===== config.mk =====
export PLATFORM = sky130hd
export DESIGN_NAME = fir_out_formatter
export DESIGN_NICKNAME = d
export VERILOG_FILES = /design/src/rtl/fir_out_formatter.sv
export SDC_FILE = /design/constraint.sdc
export NUM_CORES = 1
export LEC_CHECK = 0
export CAP_MARGIN = 20
export CELL_PAD_IN_SITES_DETAIL_PLACEMENT = 0
export CELL_PAD_IN_SITES_GLOBAL_PLACEMENT = 1
export CORE_ASPECT_RATIO = 1.5
export CORE_MARGIN = 10
export CORE_UTILIZATION = 30
export CTS_CLUSTER_DIAMETER = 80
export CTS_CLUSTER_SIZE = 10
export DETAILED_ROUTE_END_ITERATION = 7
export PLACE_DENSITY = 0.61
export RECOVER_POWER = 100
export REMOVE_ABC_BUFFERS = 1
export SLEW_MARGIN = 20
export SYNTH_ARGS = -nofsm -noshare
export SYNTH_HDL_FRONTEND = slang
export SYNTH_SLANG_ARGS = --single-unit

===== constraint.sdc =====
create_clock -name i_clk -period 2.4 [get_ports i_clk]
set_input_delay 0.36 -clock i_clk [delete_from_list [all_inputs] [get_ports i_clk]]
set_output_delay 0.36 -clock i_clk [all_outputs]
set_load 0.01 [all_outputs]

===== src/rtl/fir_out_formatter.sv =====
// FIR output formatter: round, saturate, optionally decimate and queue samples in a FWFT FIFO.
// Optional saturation counter port o_sat_cnt is enabled by defining FIR_FMT_SAT_CNT_EN.
module fir_out_formatter #(
    parameter int IN_WIDTH   = 33,
    parameter int OUT_WIDTH  = 16,
    parameter int SHIFT      = 15,
    parameter int DECIM      = 1,
    parameter int SKIP       = 0,
    parameter int FIFO_DEPTH = 4
) (
    input  logic                 i_clk,
    input  logic                 i_rst_n,
    input  logic [IN_WIDTH-1:0]  i_data,
    input  logic                 i_data_valid,
    input  logic                 i_clr,
    output logic [OUT_WIDTH-1:0] o_data,
    output logic                 o_valid,
    input  logic                 i_ready,
    output logic                 o_overrun,
`ifdef FIR_FMT_SAT_CNT_EN
    output logic [15:0]          o_sat_cnt,
`endif
    output logic                 o_sat
);

    localparam int AW = $clog2(FIFO_DEPTH);
    localparam logic [AW:0] FULL_CNT = (AW+1)'(FIFO_DEPTH);
    localparam logic signed [IN_WIDTH:0] RND  = {{IN_WIDTH{1'b0}}, 1'b1} << (SHIFT-1);
    localparam logic signed [IN_WIDTH:0] MAXV = {{(IN_WIDTH-OUT_WIDTH+2){1'b0}}, {(OUT_WIDTH-1){1'b1}}};
    localparam logic signed [IN_WIDTH:0] MINV = {{(IN_WIDTH-OUT_WIDTH+2){1'b1}}, {(OUT_WIDTH-1){1'b0}}};

    logic signed [IN_WIDTH:0] ext_s, sum_s, shr_s;
    logic [OUT_WIDTH-1:0]     fmt_s;
    logic                     clamp_s;
    logic                     skip_done_s, keep_s, sat_set_s;
    logic                     pop_s, full_s, push_s, drop_s;
    logic [AW:0]              cnt_nxt_s;
    logic [OUT_WIDTH-1:0]     head_nxt_s;

    logic [7:0]               skip_r;
    logic [3:0]               phase_r;
    logic                     stage_v_r;
    logic [OUT_WIDTH-1:0]     stage_d_r;
    logic [OUT_WIDTH-1:0]     mem_r [FIFO_DEPTH];
    logic [AW-1:0]            rd_ptr_r, wr_ptr_r;
    logic [AW:0]              cnt_r;
    logic                     valid_r;
    logic [OUT_WIDTH-1:0]     head_r;
    logic                     overrun_r, sat_r;

    // Round half toward +inf, arithmetic shift, then clamp to the output range.
    always_comb begin
        ext_s = {i_data[IN_WIDTH-1], i_data};
        sum_s = ext_s + RND;
        shr_s = sum_s >>> SHIFT;
        if (shr_s > MAXV) begin
            fmt_s   = MAXV[OUT_WIDTH-1:0];
            clamp_s = 1'b1;
        end else if (shr_s < MINV) begin
            fmt_s   = MINV[OUT_WIDTH-1:0];
            clamp_s = 1'b1;
        end else begin
            fmt_s   = shr_s[OUT_WIDTH-1:0];
            clamp_s = 1'b0;
        end
    end

    // Keep decision and FIFO occupancy / next-head control.
    always_comb begin
        skip_done_s = (skip_r == 8'(SKIP));
        keep_s      = i_data_valid && skip_done_s && (phase_r == 4'd0);
        sat_set_s   = keep_s && clamp_s;
        pop_s       = valid_r && i_ready;
        full_s      = (cnt_r == FULL_CNT);
        push_s      = stage_v_r && (!full_s || pop_s);
        drop_s      = stage_v_r && full_s && !pop_s;
        if (push_s && !pop_s) begin
            cnt_nxt_s = cnt_r + (AW+1)'(1);
        end else if (pop_s && !push_s) begin
            cnt_nxt_s = cnt_r - (AW+1)'(1);
        end else begin
            cnt_nxt_s = cnt_r;
        end
        // The head register is the visible o_data, so it is pre-computed for the next edge.
        if (pop_s) begin
            if (cnt_r > (AW+1)'(1)) begin
                head_nxt_s = mem_r[AW'(rd_ptr_r + AW'(1))];
            end else if (push_s) begin
                head_nxt_s = stage_d_r;
            end else begin
                head_nxt_s = head_r;
            end
        end else if ((cnt_r == '0) && push_s) begin
            head_nxt_s = stage_d_r;
        end else begin
            head_nxt_s = head_r;
        end
    end

    // Skip counter saturates at SKIP; phase counter only runs on post-skip samples.
    always_ff @(posedge i_clk or negedge i_rst_n) begin
        if (!i_rst_n) begin
            skip_r  <= 8'd0;
            phase_r <= 4'd0;
        end else if (i_data_valid) begin
            if (!skip_done_s) begin
                skip_r <= skip_r + 8'd1;
            end else if (phase_r == 4'(DECIM-1)) begin
                phase_r <= 4'd0;
            end else begin
                phase_r <= phase_r + 4'd1;
            end
        end
    end

    // Stage register holding the formatted kept sample.
    always_ff @(posedge i_clk or negedge i_rst_n) begin
        if (!i_rst_n) begin
            stage_v_r <= 1'b0;
            stage_d_r <= '0;
        end else begin
            stage_v_r <= keep_s;
            if (keep_s) begin
                stage_d_r <= fmt_s;
            end
        end
    end

    // FIFO storage, pointers, occupancy and registered head/valid.
    always_ff @(posedge i_clk or negedge i_rst_n) begin
        if (!i_rst_n) begin
            for (int i = 0; i < FIFO_DEPTH; i++) begin
                mem_r[i] <= '0;
            end
            rd_ptr_r <= '0;
            wr_ptr_r <= '0;
            cnt_r    <= '0;
            valid_r  <= 1'b0;
            head_r   <= '0;
        end else begin
            if (push_s) begin
                mem_r[wr_ptr_r] <= stage_d_r;
                wr_ptr_r        <= wr_ptr_r + AW'(1);
            end
            if (pop_s) begin
                rd_ptr_r <= rd_ptr_r + AW'(1);
            end
            cnt_r   <= cnt_nxt_s;
            valid_r <= (cnt_nxt_s != '0);
            head_r  <= head_nxt_s;
        end
    end

    // Sticky flags: a setting event beats a coincident clear.
    always_ff @(posedge i_clk or negedge i_rst_n) begin
        if (!i_rst_n) begin
            overrun_r <= 1'b0;
            sat_r     <= 1'b0;
        end else begin
            overrun_r <= drop_s | (overrun_r & ~i_clr);
            sat_r     <= sat_set_s | (sat_r & ~i_clr);
        end
    end

`ifdef FIR_FMT_SAT_CNT_EN
    logic [15:0] sat_cnt_r;

    // Saturated-sample counter, holds at all-ones.
    always_ff @(posedge i_clk or negedge i_rst_n) begin
        if (!i_rst_n) begin
            sat_cnt_r <= 16'd0;
        end else if (i_clr) begin
            sat_cnt_r <= sat_set_s ? 16'd1 : 16'd0;
        end else if (sat_set_s && (sat_cnt_r != 16'hFFFF)) begin
            sat_cnt_r <= sat_cnt_r + 16'd1;
        end
    end

    assign o_sat_cnt = sat_cnt_r;
`endif

    assign o_data    = head_r;
    assign o_valid   = valid_r;
    assign o_overrun = overrun_r;
    assign o_sat     = sat_r;

endmodule


==> results of run 1 <==
## state kept, by name, summed over array words and instances, names as in the netlist
register   cells
phase_r        4
o_valid        1
mem_r         64
o_data        16
stage_v_r      1
wr_ptr_r       2
o_sat          1
rd_ptr_r       2
stage_d_r     16
skip_r         8
o_overrun      1
cnt_r          3
## layout make-up
cell class,instances,area [µm²],area share [%]
Timing Repair Buffer,103,903,12.0
Inverter,14,52.6,0.701
Antenna cell,1,2.50,0.0334
Sequential cell,119,2980,39.7
Multi-Input combinational cell,290,2610,34.8
Clock buffer,18,439,5.86
Clock inverter,13,195,2.60
Tap cell,252,315,4.20
## worst max path at each step
stage	from	depth (start not counted)	end
3_5_place_dp	i_data[20]	7	stage_d_r[9]
6_report	skip_r[7]	7	o_sat
3_3_place_gp	i_data[20]	7	stage_d_r[7]
4_1_cts	skip_r[4]	7	o_sat
2_1_floorplan	cnt_r[1]	6	o_data[0]
5_1_grt	skip_r[7]	7	o_sat
## metal layers
metal / global-route usage [%] / vias up / wire length (µm)
met1: 12.8 / 1954 / 5830
met4: 4.07 / 0 / 187
met3: 3.21 / 17 / 574
met5: 0 / - / 0
met2: 20.0 / 66 / 7190
li1: - / 1817 / -
## power by group through the flow
stage	clock, µW	combinational, µW	sequential, µW
after global placement	0	2710	3360
after CTS	2800	2800	3390
after detailed placement	0	2770	3420
after global routing	2880	3000	3510
after floorplan	0	1710	3370
final	2730	2720	3380
## cell families after synthesis
family | share of synthesized area [%]
DFF | 52.0
muxes | 22.2
and+or+nand+nor | 8.23
AOI/OAI and AO/OA | 7.25
buffers and inverters | 2.71
xor gates and xnor gates | 4.74
adders and majority gates | 2.84
## worst max-delay path, stage by stage (launching register included)
cell and delay, ns:
dfrtp_1 0.42, nor4_4 0.35, nand4_2 0.16, or4b_4 0.57, buf_6 0.19, inv_2 0.09
o221ai_1 0.11, o32ai_1 0.29
## layout by cell type (no fill, tap or decap), drive strengths merged, types with 2 or more instances in the layout
master	count
dfrtp	119
mux2	66
buf	55
clkdlybuf4s50	40
nand2	39
o21ai	24
clkbuf	24
xnor2	23
inv	18
mux2i	17
mux4	16
nor2	15
a221o	15
ha	13
nand3	12
nand4	9
xor2	8
and3	4
bufinv	4
clkinvlp	3
nor4	3
a31oi	2
o221ai	2
o32ai	2
nand2b	2
a21oi	2
nor4b	2
nor3	2
clkinv	2
dlygate4sd3	2
and2	2
or4b	2
## what timing repair did
action | 4_1_cts | 5_1_grt
pin swaps | 0 | 1
hold buffers | 1 | 0
resized for setup | 1 | 2
cloned | 0 | 0
hold endpoints to repair | 38 | 0
buffers inserted | 3 | 2
setup endpoints to repair | 15 | 16
## metrics by stage
| step | setup slack [ns] | hold slack (ns) | instance area, µm² |
|---|---|---|---|
| after floorplan | -0.516 | 0.0644 | 5630 |
| after global placement | -0.565 | 0.402 | 6810 |
| after detailed placement | -0.601 | 0.403 | 6810 |
| after CTS | 0.0276 | 0.475 | 7500 |
| after global routing | -0.0124 | 0.490 | 7500 |
| final | 0.0997 | 0.470 | 7500 |
==> impl_metrics.py, run 1 <==
metrics = {
    "placement": {
        "dp_hpwl_um": 9400,
        "gp_congestion": 0.769,
        "dp.cells": 772,
        "io_buffer_count": 42,
    },
    "worst_hold_path": {
        "holdPathStages": 1,
        "hp-class": "flip-flop to flip-flop",
        "min_from": "phase_r[3]",
        "holdPathEnd": "phase_r[3]",
    },
    "power": {
        "p_leak_uw": 0.00341,
        "ir_drop_uv": 486,
        "finalPower_uw": 8830,
        "swShare_pct": 30.2,
        "comb_power_share_pct": 30.8,
        "clkPwrFrac_pct": 30.9,
        "pwr-share-seq_pct": 38.3,
        "p_int_uw": 6160,
        "power_density_mw_per_mm2": 1180,
        "p_switching_uw": 2660,
    },
    "setup_path": {
        "r2r-start": "skip_r[7]",
        "arrival_ns": 2.61,
        "cp-end-kind": "flip-flop",
        "crit_path_start_kind": "flip-flop",
        "cp.required_ns": 2.71,
        "path_max_fanout": 19,
        "reg2reg_depth": 7,
        "reg2reg_slack_ns": 0.1,
        "crit_type": "flip-flop to flip-flop",
        "regToRegEndpoint": "o_sat",
    },
    "sta": {
        "finalHoldViolCount": 0,
        "final_max_slew_viol_count": 0,
        "tightest_slew_ns": 1.07,
        "relSlewSlack_pct": 28.8,
        "finClkSkew_ns": 0.0143,
        "max_freq_mhz": 435,
        "setup_violations": 0,
        "setup_tns_ns": 0,
        "period_minus_slack_ns": 2.30,
        "fin_crit_sh_pct": 95.8,
    },
    "layout": {
        "syn_to_final_growth_pct": 30.9,
        "fill_cells": 1802,
        "final_util_pct": 40.1,
        "drive_above_1_share_pct": 34.5,
        "fin_cells": 810,
        "nets": 596,
    },
    "clock_network": {
        "cts_made_buffers": 17,
        "root_buffer": "clkbuf_16",
        "insertion_delay_ns": 0.42,
        "cts_tree": "yes",
        "clkSlewWorstSetupHoldPaths_ns": 0.06,
        "clockBufferDepth": 2,
        "h-tree-depth": 4,
        "cts.sinks": 119,
    },
    "logic_synthesis": {
        "ys_seq_area_share_pct": 52.0,
        "yosysTopAreaCell": "dfrtp_1",
        "syn_area_mm2": 0.00573,
        "synth-main-ff-cell": "dfrtp_1",
        "async_flop_share_pct": 100,
        "synth.most_common_cell": "dfrtp_1",
        "post_synth.cell_area_avg_um2": 13.0,
        "ys_ff_latch": 119,
        "ys_warn_count": 0,
        "ys_top_cells_by_count": "119 x dfrtp_1, 66 x mux2_2, 39 x nand2_1, 23 x o21ai_0, 23 x xnor2_1",
        "synth_top_area_share_pct": 52.0,
        "syn_inst": 442,
        "synth_edf_count": 0,
        "synth_area_leaders": "dfrtp_1 52%, mux2_2 13%, mux4_2 6.3%, xnor2_1 3.5%, mux2i_1 3.0%",
        "synthDistinctLibCells": 46,
    },
    "flow_run": {
        "max_cap_violations": 0,
    },
    "route": {
        "drtIter0Drc": 254,
        "num_vias": 3854,
        "wl_per_cell_um": 17.0,
        "routed_via_density": 4.76,
        "drc": 0,
        "routed_wl_um": 13800,
        "drtAntennaViolNets": 0,
        "drt_first_pass_iters": 4,
    },
    "die": {
        "start_util_pct": 30.6,
        "die_w_um": 133,
        "die_h_um": 189,
        "io_pins": 57,
        "die_area_mm2": 0.0251,
        "row_count": 61,
        "core_mm2": 0.0187,
    },
    "grt": {
        "grt_max_degree": 49,
        "grt_antenna_before_repair": 0,
        "grt_pass1_wl_um": 22400,
        "grt_use_total_pct": 11.4,
        "overflow": 0,
        "grt_pass1_vias": 4177,
    },
    "run_status": {
        "status": "completed",
    },
}
Note: power is estimated with default switching activity, not from simulation.
==> run 2: changes to the inputs <==
--- a/config.mk
+++ b/config.mk
@@ -6,11 +6,9 @@
 export NUM_CORES = 1
 export LEC_CHECK = 0
 export CAP_MARGIN = 20
-export CELL_PAD_IN_SITES_DETAIL_PLACEMENT = 0
-export CELL_PAD_IN_SITES_GLOBAL_PLACEMENT = 1
 export CORE_ASPECT_RATIO = 1.5
 export CORE_MARGIN = 10
-export CORE_UTILIZATION = 30
+export CORE_UTILIZATION = 36
 export CTS_CLUSTER_DIAMETER = 80
 export CTS_CLUSTER_SIZE = 10
 export DETAILED_ROUTE_END_ITERATION = 7
==> impl_metrics.py, run 2 (synthesized netlist as in run 1, its figures left out) <==
metrics = {
    "layout": {
        "top_register": "mem_r",
        "syn_to_final_growth_pct": 28.2,
        "nets": 589,
        "drive_above_1_share_pct": 33.6,
        "largest_reg_flops": 64,
        "final_util_pct": 47.0,
        "layout_commonest_cell": "dfrtp_1",
        "n_antenna_cell": 0,
        "mostFrequentLayoutCells": "119 x dfrtp_1, 66 x mux2_2, 40 x buf_4, 39 x nand2_1",
    },
    "grt": {
        "grt_pass1_vias": 4278,
        "grt_max_degree": 57,
        "grt_pass1_wl_um": 21800,
        "grt_antenna_before_repair": 0,
        "grt_use_total_pct": 13.1,
        "overflow": 0,
    },
    "power": {
        "ir_drop_uv": 552,
        "p_leak_uw": 0.00339,
        "power_density_mw_per_mm2": 1170,
        "finalPower_uw": 8600,
    },
    "sta": {
        "grt_setup_unrepaired": "false",
        "setup_tns_ns": 0,
        "hold_slack_ns": 0.469,
        "max_freq_mhz": 439,
        "tightest_slew_ns": 1.12,
        "finClkSkew_ns": 0.00734,
        "fin_crit_sh_pct": 94.9,
        "period_minus_slack_ns": 2.28,
        "finalHoldViolCount": 0,
        "relSlewSlack_pct": 25.3,
        "setup_violations": 0,
        "final_max_slew_viol_count": 0,
    },
    "setup_path": {
        "cp.required_ns": 2.75,
        "arrival_ns": 2.62,
        "path_max_fanout": 15,
        "crit_type": "flip-flop to flip-flop",
        "crit_path_start_kind": "flip-flop",
        "cp-end-kind": "flip-flop",
    },
    "run_status": {
        "status": "completed",
    },
    "route": {
        "wl_per_cell_um": 17.7,
        "drtAntennaViolNets": 0,
        "drt_first_pass_iters": 4,
        "routed_via_density": 5.13,
        "num_vias": 3866,
        "drc": 0,
        "routed_wl_um": 13300,
        "drtIter0Drc": 146,
    },
    "clock_network": {
        "h-tree-depth": 4,
        "clockBufferDepth": 2,
        "insertion_delay_ns": 0.41,
        "clkSlewWorstSetupHoldPaths_ns": 0.05,
        "root_buffer": "clkbuf_16",
        "cts_tree": "yes",
        "cts_made_buffers": 17,
        "cts.sinks": 119,
    },
    "die": {
        "die_h_um": 174,
        "die_area_mm2": 0.0215,
        "start_util_pct": 36.7,
        "die_w_um": 123,
        "row_count": 56,
        "core_mm2": 0.0156,
        "io_pins": 57,
    },
    "worst_hold_path": {
        "hp-class": "flip-flop to flip-flop",
    },
    "placement": {
        "dp_hpwl_um": 9170,
        "io_buffer_count": 42,
        "gp_congestion": 0.856,
    },
    "flow_run": {
        "max_cap_violations": 0,
    },
}
-- run 2: timing repair --
| action | 4_1_cts | 5_1_grt |
|---|---|---|
| hold endpoints to repair | 39 | 0 |
| endpoints found under the setup margin | 16 | 1 |
| pin swaps | 1 | 1 |
| gates resized for setup | 2 | 0 |
| hold buffers | 1 | 0 |
| setup buffers | 3 | 0 |
-- run 2: where the power goes --
part | switching [µW] | internal [µW]
Clock | 923 | 1630
Combinational | 1120 | 1520
Sequential | 601 | 2800
Total | 2640 | 5960
-- run 2: stage by stage --
step | cell area [µm²] | cells | setup WS [ns]
after detailed placement | 6730 | 718 | -0.455
after floorplan | 5630 | 423 | -0.516
after global placement | 6730 | 718 | -0.463
after global routing | 7340 | 754 | 0.0134
final | 7340 | 754 | 0.122
after CTS | 7380 | 754 | 0.0842
-- run 2: layout make-up --
cell class	count	area (µm²)
tap	203	254
timing repair buffer	96	841
clock inverter	15	180
clock buffer	17	425
fill	1411	8280
sequential	119	2980
multi-input combinational	290	2610
inverter	14	52.6
-- run 2: worst max-delay path, stage by stage, from the launching register on --
cell and delay [ns]:
dfrtp_1 0.41, nor4_4 0.33, nand4_2 0.15, or4b_4 0.56
a221oi_4 0.54, a221o_2 0.22
-- run 2: layer usage --
| metal | GRT usage (%) | routed length (µm) | part of all wire (%) | up-vias |
|---|---|---|---|---|
| li1 | - | - | - | 1817 |
| met4 | 6.13 | 359 | 2.7 | 0 |
| met3 | 3.24 | 552 | 4.1 | 24 |
| met5 | 0 | 0 | 0 | - |
| met1 | 14.6 | 5400 | 41 | 1950 |
| met2 | 22.7 | 7000 | 53 | 75 |
-- run 2: path summary, 6_finish.rpt --
check,from,endpoint,slack [ns],cells after the start
setup / recovery,skip_r[4],stage_d_r[1],0.12,5
hold / removal,o_data[11],o_data[11],0.47,2
setup reg to reg,skip_r[4],stage_d_r[1],0.12,5
hold reg to reg,o_data[11],o_data[11],0.47,2
max in group asynchronous,i_rst_n,mem_r[27],0.49,3
min in group asynchronous,i_rst_n,skip_r[3],0.70,2
==> variant, RTL diff (settings of run 2) <==
Add a define of `FIR_FMT_SAT_CNT_EN`.
--- a/src/rtl/fir_out_formatter.sv
+++ b/src/rtl/fir_out_formatter.sv
@@ -1,5 +1,7 @@
 // FIR output formatter: round, saturate, optionally decimate and queue samples in a FWFT FIFO.
 // Optional saturation counter port o_sat_cnt is enabled by defining FIR_FMT_SAT_CNT_EN.
+`define FIR_FMT_SAT_CNT_EN
+
 module fir_out_formatter #(
     parameter int IN_WIDTH   = 33,
     parameter int OUT_WIDTH  = 16,
Check against the original RTL (old outputs only; new: o_sat_cnt): equivalent (Yosys induction, for registers that start in step).
==> variant against run 2 <==
  * Power grew 13%
  * Non-clock buffer count grew 31
  * Critical path depth grew 5
  * Final cell count grew 25%
  * First-iteration DRC count grew 110%
  * Design area grew 19%
  * Worst setup slack lost 0.0042 ns
  * Area after synthesis grew 19%
  * Sequential cell count grew 16
  * Routed wire length grew 23%
  * Critical path type is now primary input to register
  * Largest power group unchanged
  * Highest routed layer unchanged
==> variant: results (changes against run 2) <==
| Metric | Value |
|---|---|
| Status | completed |
| Number of fill cells | 1696 (+20%) |
| Max Used Layer | met4 |
| Slowest CP cell | clkdlybuf4s50_1 |
| Vias per cell | 5.158 (+0.59%) |
| M1 GR Usage | 15.07% (+0.52 points) |
| Hold Startpoint | o_data[9] |
| Initial DRT Pass Iterations | 6 (+2) |
| Nets | 733 (+24%) |
| First-pass GRT wire length | 27.19 mm (+25%) |
| Largest net degree at the start of global routing | 68 (+19%) |
| Wire length on met2 | 8.766 mm (+25%) |
| CP arrival | 2.57 ns (-0.05 ns) |
| Seq pwr share | 39.0% (-0.6 points) |
| Clk pwr share | 28.7% (-1.0 points) |
| Post-CTS setup buffer count | 0 (-3) |
| GR Util met3 | 3.381% (+0.14 points) |
| Sequential share of the synthesized area | 49.42% (-2.6 points) |
| Reg2reg start | skip_r[0] |
| Met3 WL | 620 um (+12%) |
| Pre-CTS setup slack | -0.4034 ns (+0.05135 ns) |
| Placed insts | 913 (+27%) |
| Slew margin rel. | 15.30% (-10 points) |
| Hold Path Class | register to register |
| Syn avg cell area | 11.99 um2 (-7.5%) |
| Capture point of the worst reg-to-reg path | o_sat_cnt[10] |
| Global Route Usage Sum | 13.56% (+0.46 points) |
| Int Pwr | 6690 uW (+12%) |
| Hold_ws | 0.4718 ns (+0.002606 ns) |
| Crit path max-delay family | buffers and inverters |
| Total wire length | 16.43 mm (+23%) |
| CP peak stage delay | 0.51 ns (-0.05 ns) |
| # port buffers | 58 (+38%) |
| Hold EP | o_data[9] |
| DP HPWL | 11.54 mm (+26%) |
| Commonest cells post-synth | dfrtp_1 (135), mux2_2 (70), nand2_1 (39) |
| Peak VDD IR | 384.5 uV (-30%) |
| M1 WL | 6.768 mm (+25%) |
| Vias in the first global route | 5319 (+24%) |
| Met2 Resource Use GR | 24.13% (+1.5 points) |
| Via count | 4879 (+26%) |
| Sw Pwr | 2991 uW (+13%) |
| Share of cells above drive strength 1 | 29.97% (-3.6 points) |
| Maximum clock rate | 438.3 MHz (-0.18%) |
| Area contributors post-synth | dfrtp_1 (49%), mux2_2 (12%), mux4_2 (5.3%), mux2i_1 (2.6%), ha_1 (2.6%) |
| Setup crit start | i_data[15] |
| Netlist cell types | 55 (+20%) |
| R2R cell count | 9 (+4) |
| Leak | 0.003817 uW (+12%) |
| Placer Congestion | 0.8502 (-0.72%) |
| Clk_skew | 0.006140 ns (-0.001195 ns) |
| DP Area | 8087 um2 (+20%) |
| Number of DRC markers after the initial detailed-route iteration | 307 (+110%) |
| Post-CTS sizing | 0 (-2) |
| Crit Path Max Fanout | 7 (-8) |
-- variant: cell count changes in the layout (fill, tap and decap cells not counted), sizes merged, moves of 6 or more --
cell         change
a211oi          +14
a221o           -15
buf             +12
clkbuf           +7
clkinv           -6
dfrtp           +16
dlygate4sd3     +15
nand3            +6
nand4            +8
nor2            +18
nor4             +6
o31a             +6
-- variant: logic make-up after synthesis --
group	after synthesis	share of synthesized area, %
and+or+nand+nor	160	12.10
DFF	135	49.42
muxes	104	19.44
AOI/OAI and AO/OA	78	9.153
buffers and inverters	49	3.478
xor gates and xnor gates	30	3.844
adders and majority gates	14	2.563
-- variant: final cells by class --
type / instances / area (um2) / area share, %
Clock buffer: 21 / 460.4 / 5.270
Clock inverter: 11 / 170.2 / 1.948
Inverter: 14 / 52.55 / 0.6015
Multi-Input combinational cell: 386 / 3268 / 37.41
Sequential cell: 135 / 3378 / 38.67
Tap cell: 252 / 315.3 / 3.609
Timing Repair Buffer: 127 / 1092 / 12.50
